==> config.mk <==
export PLATFORM = sky130hd
export DESIGN_NAME = mul_div_unit_flat
export DESIGN_NICKNAME = d
export VERILOG_FILES = /design/src/rtl/mdu_pkg.sv /design/src/rtl/mul_div_unit_if.sv /design/src/rtl/mdu_sign_fix.sv /design/src/rtl/mul_div_unit.sv /design/src/flat_wrapper.sv
export SDC_FILE = /design/constraint.sdc
export NUM_CORES = 1
export LEC_CHECK = 0
export ABC_AREA = 1
export CELL_PAD_IN_SITES_DETAIL_PLACEMENT = 1
export CELL_PAD_IN_SITES_GLOBAL_PLACEMENT = 1
export CORE_MARGIN = 10
export CORE_UTILIZATION = 42
export CTS_CLUSTER_SIZE = 40
export DETAILED_ROUTE_END_ITERATION = 7
export DONT_BUFFER_PORTS = 1
export PLACE_DENSITY = 0.86
export SYNTH_ARGS = -nofsm -noshare
export SYNTH_HDL_FRONTEND = slang
export SYNTH_HIERARCHICAL = 1
export SYNTH_SLANG_ARGS = --single-unit
==> constraint.sdc <==
create_clock -name clk -period 8.6 [get_ports clk]
set_clock_uncertainty 0.1 [all_clocks]
set_input_delay 1.72 -clock clk [delete_from_list [all_inputs] [get_ports clk]]
set_output_delay 1.72 -clock clk [all_outputs]
set_load 0.1 [all_outputs]
==> src/rtl/mdu_pkg.sv <==
// mdu_pkg: shared definitions for the iterative multiply/divide unit.
//   - op encodings carried on the op bus
//   - FSM state encoding
//   - datapath width and iteration count
package mdu_pkg;

    localparam int WIDTH = 32;
    localparam int ITER  = 32;

    localparam logic [1:0] OP_MULT  = 2'd0;
    localparam logic [1:0] OP_MULTU = 2'd1;
    localparam logic [1:0] OP_DIV   = 2'd2;
    localparam logic [1:0] OP_DIVU  = 2'd3;

    typedef enum logic [1:0] {
        IDLE = 2'd0,
        CALC = 2'd1,
        FIX  = 2'd2
    } state_t;

endpackage

==> src/rtl/mul_div_unit_if.sv <==
// mul_div_unit_if: request/result bundle between the datapath and the
// multiply/divide unit.
//   master (datapath): drives start/op/busA/busB/hiWEn/loWEn/busW,
//                      reads hi/lo/busy/done
//   slave  (unit)    : the reverse
interface mul_div_unit_if #(
    parameter int WIDTH = 32
);
    logic             start;
    logic [1:0]       op;
    logic [WIDTH-1:0] busA;
    logic [WIDTH-1:0] busB;
    logic             hiWEn;
    logic             loWEn;
    logic [WIDTH-1:0] busW;
    logic [WIDTH-1:0] hi;
    logic [WIDTH-1:0] lo;
    logic             busy;
    logic             done;

    modport master (
        output start, op, busA, busB, hiWEn, loWEn, busW,
        input  hi, lo, busy, done
    );

    modport slave (
        input  start, op, busA, busB, hiWEn, loWEn, busW,
        output hi, lo, busy, done
    );
endinterface

==> src/rtl/mdu_sign_fix.sv <==
// mdu_sign_fix: conditional two's-complement negation.
//   i_val : value (magnitude or raw operand)
//   i_neg : 1 = negate
//   o_val : i_neg ? -i_val : i_val
// Used both for operand magnitudes at issue and for the final sign
// correction of product/quotient/remainder. The magnitude of the most
// negative value is its own bit pattern, which is correct when read as
// an unsigned magnitude.
module mdu_sign_fix #(
    parameter int W = 32
) (
    input  logic [W-1:0] i_val,
    input  logic         i_neg,
    output logic [W-1:0] o_val
);
    assign o_val = i_neg ? ((~i_val) + W'(1)) : i_val;
endmodule

==> src/rtl/mul_div_unit.sv <==
// mul_div_unit: iterative 32-cycle multiply/divide with HI/LO registers.
//   clk, rst : clock, asynchronous active-high reset
//   bus      : slave side of mul_div_unit_if
//              start/op/busA/busB  - operation request (sampled when idle)
//              hiWEn/loWEn/busW    - MTHI/MTLO writes (ignored when busy)
//              hi/lo               - result registers
//              busy                - operation in flight
//              done                - one-cycle pulse when HI/LO are written
// Timing: start edge E0, 32 CALC edges, FIX edge E33 writes HI/LO and
// raises done. Operands are latched as unsigned magnitudes; sign is
// restored in FIX.
module mul_div_unit #(
    parameter int WIDTH = 32,
    parameter int CNT_W = 5
) (
    input  logic           clk,
    input  logic           rst,
    mul_div_unit_if.slave  bus
);
    import mdu_pkg::*;

    state_t             r_state;
    logic [CNT_W-1:0]   r_cnt;
    logic [WIDTH-1:0]   r_a;        // multiplicand, or dividend shifting into quotient
    logic [WIDTH-1:0]   r_b;        // multiplier or divisor
    logic [WIDTH-1:0]   r_rem;
    logic [2*WIDTH-1:0] r_acc;
    logic               r_neg_q;    // negate product / quotient
    logic               r_neg_r;    // negate remainder (dividend sign)
    logic               r_is_div;
    logic [WIDTH-1:0]   r_hi, r_lo;
    logic               r_busy, r_done;

    logic               w_signed, w_is_div;
    logic [WIDTH-1:0]   w_abs_a, w_abs_b;
    logic [WIDTH:0]     w_sum;
    logic [WIDTH:0]     w_rem_sh;
    logic               w_ge;
    logic [2*WIDTH-1:0] w_fix_p;
    logic [WIDTH-1:0]   w_fix_q, w_fix_r;

    assign w_signed = (bus.op == OP_MULT) || (bus.op == OP_DIV);
    assign w_is_div = (bus.op == OP_DIV)  || (bus.op == OP_DIVU);

    mdu_sign_fix #(.W(WIDTH)) u_abs_a (
        .i_val(bus.busA), .i_neg(w_signed & bus.busA[WIDTH-1]), .o_val(w_abs_a));
    mdu_sign_fix #(.W(WIDTH)) u_abs_b (
        .i_val(bus.busB), .i_neg(w_signed & bus.busB[WIDTH-1]), .o_val(w_abs_b));

    mdu_sign_fix #(.W(2*WIDTH)) u_fix_p (
        .i_val(r_acc), .i_neg(r_neg_q), .o_val(w_fix_p));
    mdu_sign_fix #(.W(WIDTH)) u_fix_q (
        .i_val(r_a),   .i_neg(r_neg_q), .o_val(w_fix_q));
    mdu_sign_fix #(.W(WIDTH)) u_fix_r (
        .i_val(r_rem), .i_neg(r_neg_r), .o_val(w_fix_r));

    // Shift-add: add multiplicand into the upper half when the current
    // multiplier bit is set, then shift the whole accumulator right.
    assign w_sum = {1'b0, r_acc[2*WIDTH-1:WIDTH]} + (r_b[r_cnt] ? {1'b0, r_a} : '0);

    // Restoring step on the 33-bit shifted partial remainder; after the
    // conditional subtract it is below the divisor and fits in WIDTH bits.
    assign w_rem_sh = {r_rem, r_a[WIDTH-1]};
    assign w_ge     = (w_rem_sh >= {1'b0, r_b});

    always_ff @(posedge clk or posedge rst) begin
        if (rst) begin
            r_state  <= IDLE;
            r_cnt    <= '0;
            r_a      <= '0;
            r_b      <= '0;
            r_rem    <= '0;
            r_acc    <= '0;
            r_neg_q  <= 1'b0;
            r_neg_r  <= 1'b0;
            r_is_div <= 1'b0;
            r_hi     <= '0;
            r_lo     <= '0;
            r_busy   <= 1'b0;
            r_done   <= 1'b0;
        end else begin
            r_done <= 1'b0;
            case (r_state)
                IDLE: begin
                    if (bus.hiWEn) r_hi <= bus.busW;
                    if (bus.loWEn) r_lo <= bus.busW;
                    if (bus.start) begin
                        r_a      <= w_abs_a;
                        r_b      <= w_abs_b;
                        r_neg_q  <= w_signed & (bus.busA[WIDTH-1] ^ bus.busB[WIDTH-1]);
                        r_neg_r  <= w_signed & bus.busA[WIDTH-1];
                        r_is_div <= w_is_div;
                        r_cnt    <= '0;
                        r_acc    <= '0;
                        r_rem    <= '0;
                        r_busy   <= 1'b1;
                        r_state  <= CALC;
                    end
                end
                CALC: begin
                    if (r_is_div) begin
                        r_rem <= w_ge ? WIDTH'(w_rem_sh - {1'b0, r_b}) : w_rem_sh[WIDTH-1:0];
                        r_a   <= {r_a[WIDTH-2:0], w_ge};
                    end else begin
                        r_acc <= {w_sum, r_acc[WIDTH-1:1]};
                    end
                    r_cnt <= r_cnt + CNT_W'(1);
                    if (r_cnt == CNT_W'(ITER - 1)) r_state <= FIX;
                end
                FIX: begin
                    if (r_is_div) begin
                        // Divide by zero: quotient all ones; the remainder path
                        // already reproduces the dividend.
                        r_lo <= (r_b == '0) ? '1 : w_fix_q;
                        r_hi <= w_fix_r;
                    end else begin
                        {r_hi, r_lo} <= w_fix_p;
                    end
                    r_done  <= 1'b1;
                    r_busy  <= 1'b0;
                    r_state <= IDLE;
                end
                default: r_state <= IDLE;
            endcase
        end
    end

    assign bus.hi   = r_hi;
    assign bus.lo   = r_lo;
    assign bus.busy = r_busy;
    assign bus.done = r_done;

endmodule
==> src/flat_wrapper.sv <==
// flat-port wrapper written by rule: the top's interface ports become plain ports
module mul_div_unit_flat import mdu_pkg::*;
#(
    parameter int WIDTH = 32,
    parameter int CNT_W = 5
)
  (clk, rst, bus_start, bus_op, bus_busA, bus_busB, bus_hiWEn, bus_loWEn, bus_busW, bus_hi, bus_lo, bus_busy, bus_done);
  mul_div_unit_if #(.WIDTH(WIDTH)) bus_i ();
  input  logic clk;
  input  logic rst;
  input wire logic [$bits(bus_i.start)-1:0] bus_start;
  input wire logic [$bits(bus_i.op)-1:0] bus_op;
  input wire logic [$bits(bus_i.busA)-1:0] bus_busA;
  input wire logic [$bits(bus_i.busB)-1:0] bus_busB;
  input wire logic [$bits(bus_i.hiWEn)-1:0] bus_hiWEn;
  input wire logic [$bits(bus_i.loWEn)-1:0] bus_loWEn;
  input wire logic [$bits(bus_i.busW)-1:0] bus_busW;
  output wire logic [$bits(bus_i.hi)-1:0] bus_hi;
  output wire logic [$bits(bus_i.lo)-1:0] bus_lo;
  output wire logic [$bits(bus_i.busy)-1:0] bus_busy;
  output wire logic [$bits(bus_i.done)-1:0] bus_done;
  assign bus_i.start = bus_start;
  assign bus_i.op = bus_op;
  assign bus_i.busA = bus_busA;
  assign bus_i.busB = bus_busB;
  assign bus_i.hiWEn = bus_hiWEn;
  assign bus_i.loWEn = bus_loWEn;
  assign bus_i.busW = bus_busW;
  assign bus_hi = bus_i.hi;
  assign bus_lo = bus_i.lo;
  assign bus_busy = bus_i.busy;
  assign bus_done = bus_i.done;
  mul_div_unit #(.WIDTH(WIDTH), .CNT_W(CNT_W)) u_core (.clk(clk), .rst(rst), .bus(bus_i));
endmodule
# Yosys cells after proc, flatten, opt, wreduce, memory -nomap -nowiden
# Index checks and enable logic that the tools add are counted.
# totals
ff_bits	236
inputBits	103
output_inout_bits	66
elab_cells	91
# op_classes
n_addsub	8
order_cmp	2
eq_ne	11
mux	33
bitwise_logic	9
n_reduce_logical	15
# ops
op	count
$mux W32	15
$pmux W32 S2	4
$mux W64	3
$add A32 B1 Y32 const B	4
$not A32 Y32	4
$pmux W64 S2	1
$add A64 B1 Y64 const B	1
$not A64 Y64	1
$add A32 B33 Y33	1
$ge A33 B32 Y1	1
$logic_not A32 Y1	1
$sub A32 B32 Y32	1
$reduce_and A2 Y1	6
$pmux W5 S2	1
$ne A2 B2 Y1 const B	4
$eq A2 B2 Y1 const B	3
$lt A5 B6 Y1 const B	1
$reduce_and A3 Y1	2
$add A5 B1 Y5 const B	1
$bmux W1 S5	1
$eq A5 B5 Y1 const B	1
$mux W5	1
$logic_not A2 Y1	2
$mux W2	2
9 further kinds	16

# Depth between registers and ports, before layout
# logic_depth
word_depth	6
mapped_depth	25
mapped_depth_nobuf	23

# By module
# Netlist, hierarchy kept.
# by_module_without_submodules
mod	instances	cells_each	area_each_um2	seq_area_each_um2
mul_div_unit	1	2453	16392.0	5905.7
mdu_sign_fix (u_core.u_abs_a ...)	4	227	1108.6	0.0
mdu_sign_fix (u_core.u_fix_p)	1	486	2362.3	0.0

# Worst setup path after synthesis
# Ideal clock, no wire load.
# synth_path
kind	reg-to-reg
start	register u_core.r_cnt[0]
end	register u_core.r_acc[59]
setup_ns	0.118
arrival_time_ns	2.939
required_ns	8.382
setup_slack_ns	5.443
path_stages_with_launch	25
period_less_slack_ns	3.157
cell_sequence	dfrtp_1 inv_2 clkbuf_1 a21oi_1 o21ai_0 nand3_1 nand3_2 nand2_2 buf_6 nor2_1 ha_1 inv_1 fa_1 inv_1 nand2_1 o21ai_1 nand2_1 nand2_1 nand2_1 nand2_1 nand2_1 nand2_1 nand2_1 nand3_1 nand2_1
# synth_via
elab_chain_cells	6
# synth_lines
element	line_no	text
from (decl)	mul_div_unit.sv:23	logic [CNT_W-1:0] r_cnt;
from (signal assigned)	mul_div_unit.sv:107	r_cnt <= r_cnt + CNT_W'(1);
$bmux W1 S5	mul_div_unit.sv:59	assign w_sum = {1'b0, r_acc[2*WIDTH-1:WIDTH]} + (r_b[r_cnt] ? {1'b0, r_a} : '0);
$mux W1 (not written as such)	mul_div_unit.sv:59	
$mux W32	mul_div_unit.sv:59	
$add A32 B33 Y33	mul_div_unit.sv:59	
$mux W64	mul_div_unit.sv:101	if (r_is_div) begin
$pmux W64 S2	mul_div_unit.sv:83	case (r_state)
to (signal assigned)	mul_div_unit.sv:105	r_acc <= {w_sum, r_acc[WIDTH-1:1]};
to (decl)	mul_div_unit.sv:27	logic [2*WIDTH-1:0] r_acc;
# Every way passes these cells. The select of a mux whose other input is x is not followed.
# A chain may end at the register's enable or synchronous reset.

# Worst setup path in the final report
# layout_path
start	register u_core.r_cnt[1]
end	register u_core.r_acc[61]
# The elaborated chain is that of the path after synthesis.

==> results.sh <==
export IMPL_finish_utilization_pct=44.8
export IMPL_routed_wl_um=95600
export IMPL_setup_viol=0
export IMPL_numCtsBuffers=29
export IMPL_reg2reg_from="u_core/r_cnt[1]$_DFFE_PP0P_"
export IMPL_finalHoldViolCount=0
export IMPL_gr_usage_all_layers_pct=28.9
export IMPL_crit_path_start_kind="flip-flop"
export IMPL_status="finished, final reports clean"
export IMPL_grt_overflow_total=0
export IMPL_cp_arrival_ns=4.57
export IMPL_cts_root_buffer="clkbuf_16"
export IMPL_clk_insertion_delay_late_ns=0.58
export IMPL_regToRegEndpoint="u_core/r_acc[61]$_DFFE_PP0P_"
export IMPL_design_die_area_mm2=0.0650
export IMPL_tns_ns=0
export IMPL_dr_pass1_iters=6
export IMPL_max_slew_margin_pct=29.0
export IMPL_syn_inst=3847
export IMPL_min_delay_start="u_core/r_cnt[3]$_DFFE_PP0P_"
export IMPL_cts_tree="yes"
export IMPL_ys_seq_area_share_pct=25.5
export IMPL_ys_types=53
export IMPL_gp_congestion=1.01
export IMPL_ios=169
export IMPL_rsz0062_at_grt="no"
export IMPL_syn_area_mm2=0.0232
export IMPL_vias_per_cell=5.61
export IMPL_drcViolationCount=0
export IMPL_synth_edf_count=0
export IMPL_ant_nets=0
export IMPL_h_tree_depth=1
export IMPL_fmax_ghz=0.238
export IMPL_synth_top_cell_area_share_pct=25.5
export IMPL_synth_fp_nets=4023
export IMPL_fill_cells=7676
export IMPL_ys_seq_elements=236
export IMPL_die_w_um=255
export IMPL_clkTransAtPathRegs_ns=0.06
export IMPL_core_mm2=0.0549
export IMPL_grt_pass1_wl_um=147000
export IMPL_wire_per_inst_um=21.2
export IMPL_maxCapViolCount=0
export IMPL_drive_above_1_share_pct=8.20
export IMPL_synthArstFlopShare_pct=100
export IMPL_cts_setup_buffers=0
export IMPL_rrSetupSlack_ns=4.40
export IMPL_post_dp_hpwl_um=75900
export IMPL_cts_sinks=236
export IMPL_numPortBuffers=0
export IMPL_synthFlopType="dfrtp_1"
export IMPL_placementRows=86
export IMPL_hold_path_cell_count=1
export IMPL_holdBufCountCts=0
export IMPL_synth_top_area_cell="dfrtp_1"
export IMPL_initial_core_util_pct=42.3
export IMPL_finalCriticalPeriod_ns=4.20
export IMPL_mostFrequentLayoutCells="nand2_1 (1214), nor2_1 (546), inv_1 (468)"
export IMPL_syn2layout_area_growth_pct=6.07
export IMPL_die_h_um=255
export IMPL_synth_warnings=6
export IMPL_synth_avg_cell_area_um2=6.03
export IMPL_hold_class="flip-flop to flip-flop"
export IMPL_clk_path_buf_depth=3
export IMPL_final_common_cell="nand2_1"
export IMPL_min_to="u_core/r_cnt[3]$_DFFE_PP0P_"
export IMPL_ys_top_cells_by_area="dfrtp_1 (25%), nand2_1 (20%), nor2_1 (8.9%)"
export IMPL_worstMarginPinSlew_ns=1.07
export IMPL_cp_max_fo=31
export IMPL_antenna_found_initial=2
export IMPL_slew_viol_final=0
export IMPL_nNetsFinal=3950
export IMPL_period_share_pct=48.8
export IMPL_cts_resized=0
export IMPL_drt_iter0_drc=1974
export IMPL_grt_pass1_vias=25387
export IMPL_grt_max_degree=120
export IMPL_reg2regPathDepth=23
export IMPL_end_kind="flip-flop"
export IMPL_num_vias=25232
export IMPL_critPathKind="flip-flop to flip-flop"
export IMPL_cp_required_ns=8.97
==> worst max-delay path, stage by stage (launching register included) <==
cell and delay, ns:
dfrtp_1 0.57, inv_1 0.24, o21ai_1 0.12, a21oi_1 0.06, o21ai_0 0.23, nand3_1 0.12, nand3_2 0.11, nand2_2 0.45
nor2_1 0.27, ha_1 0.18, inv_1 0.06, fa_1 0.35, inv_1 0.07, nand2_1 0.07, o21ai_1 0.28, nand2_1 0.09
nand2_1 0.13, nand3_1 0.08, nand2_1 0.17, nand2_1 0.10, nand2_1 0.07, nand2_1 0.05, nand3_1 0.06, nand2_1 0.06
==> sequential cells by signal, indices dropped and copies added, names as in the netlist <==
signal,flops
u_core/r_state,2
u_core/r_neg_q,1
u_core/bus.busy,1
u_core/r_b,32
u_core/bus.lo,32
u_core/r_acc,64
u_core/bus.done,1
u_core/r_a,32
u_core/bus.hi,32
u_core/r_neg_r,1
u_core/r_is_div,1
u_core/r_cnt,5
u_core/r_rem,32
==> cells in the mapped netlist, drive strengths merged (5+ instances only) <==
cell,number
inv,491
buf,65
nand3,234
dfrtp,236
or2,37
a21oi,148
clkbuf,58
o21bai,10
nand2,1255
nand3b,25
nor2,655
nor4,8
xor2,39
o21ai,310
ha,71
o211ai,32
clkinv,5
nor3,8
xnor2,65
nand4,45
o22ai,33
==> stage by stage <==
stage          area, µm²  setup slack [ns]  std cells  hold WS [ns]
2_1_floorplan      23200             0.305       3847         0.350
3_3_place_gp       23600              4.68       4447         0.448
3_5_place_dp       23600              4.49       4447         0.449
4_1_cts            24600              4.49       4498         0.449
5_1_grt            24600              3.91       4498         0.484
6_report           24600              4.40       4499         0.458
==> cell type report <==
cell class	instances	area, µm²	area share (%)
antenna	1	2.50	0.0102
clock buffer	34	764	3.11
clock inverter	17	215	0.875
inverter	496	1890	7.68
multi-input combinational	2992	14800	60.1
sequential	236	5910	24.0
tap	704	881	3.58
timing repair buffer	19	155	0.631
==> how the worst max path moves through the flow <==
stage | start | end | slack, ns | depth (start not counted)
after floorplan | rst | u_core/bus.busy$_DFFE_PP0P_ | 0.31 | 1
after global placement | u_core/r_cnt[0]$_DFFE_PP0P_ | u_core/r_acc[53]$_DFFE_PP0P_ | 4.68 | 22
after detailed placement | u_core/r_cnt[0]$_DFFE_PP0P_ | u_core/r_acc[61]$_DFFE_PP0P_ | 4.49 | 22
after CTS | u_core/r_cnt[1]$_DFFE_PP0P_ | u_core/r_acc[61]$_DFFE_PP0P_ | 4.49 | 23
after global routing | u_core/r_cnt[0]$_DFFE_PP0P_ | u_core/r_acc[61]$_DFFE_PP0P_ | 3.91 | 22
final | u_core/r_cnt[1]$_DFFE_PP0P_ | u_core/r_acc[61]$_DFFE_PP0P_ | 4.40 | 23
==> cells by family (layout without fill, tap and decap cells) <==
| family | after synthesis | after routing | synth area share, % |
|---|---|---|---|
| muxes | 1 | 1 | 0.0432 |
| xor gates and xnor gates | 104 | 104 | 3.93 |
| other | 0 | 1 | 0 |
| adders and majority gates | 73 | 73 | 4.00 |
| DFF | 236 | 236 | 25.5 |
| buffers and inverters | 619 | 566 | 10.9 |
| and+or+nand+nor | 2271 | 2271 | 42.6 |
| AOI/OAI and AO/OA | 543 | 543 | 13.0 |
==> routing by layer <==
metal  GRT usage, %  part of all wire (%)  vias to the layer above
met1           35.9                    41                    12203
met5              0                0.0094                        -
met4           17.3                   6.6                        2
met2           47.1                    46                      798
met3           3.95                   6.0                      242
li1               -                     -                    11987
Power is not shown: default switching activity piles up to over one toggle a cycle in this logic, so the estimate is an artifact.
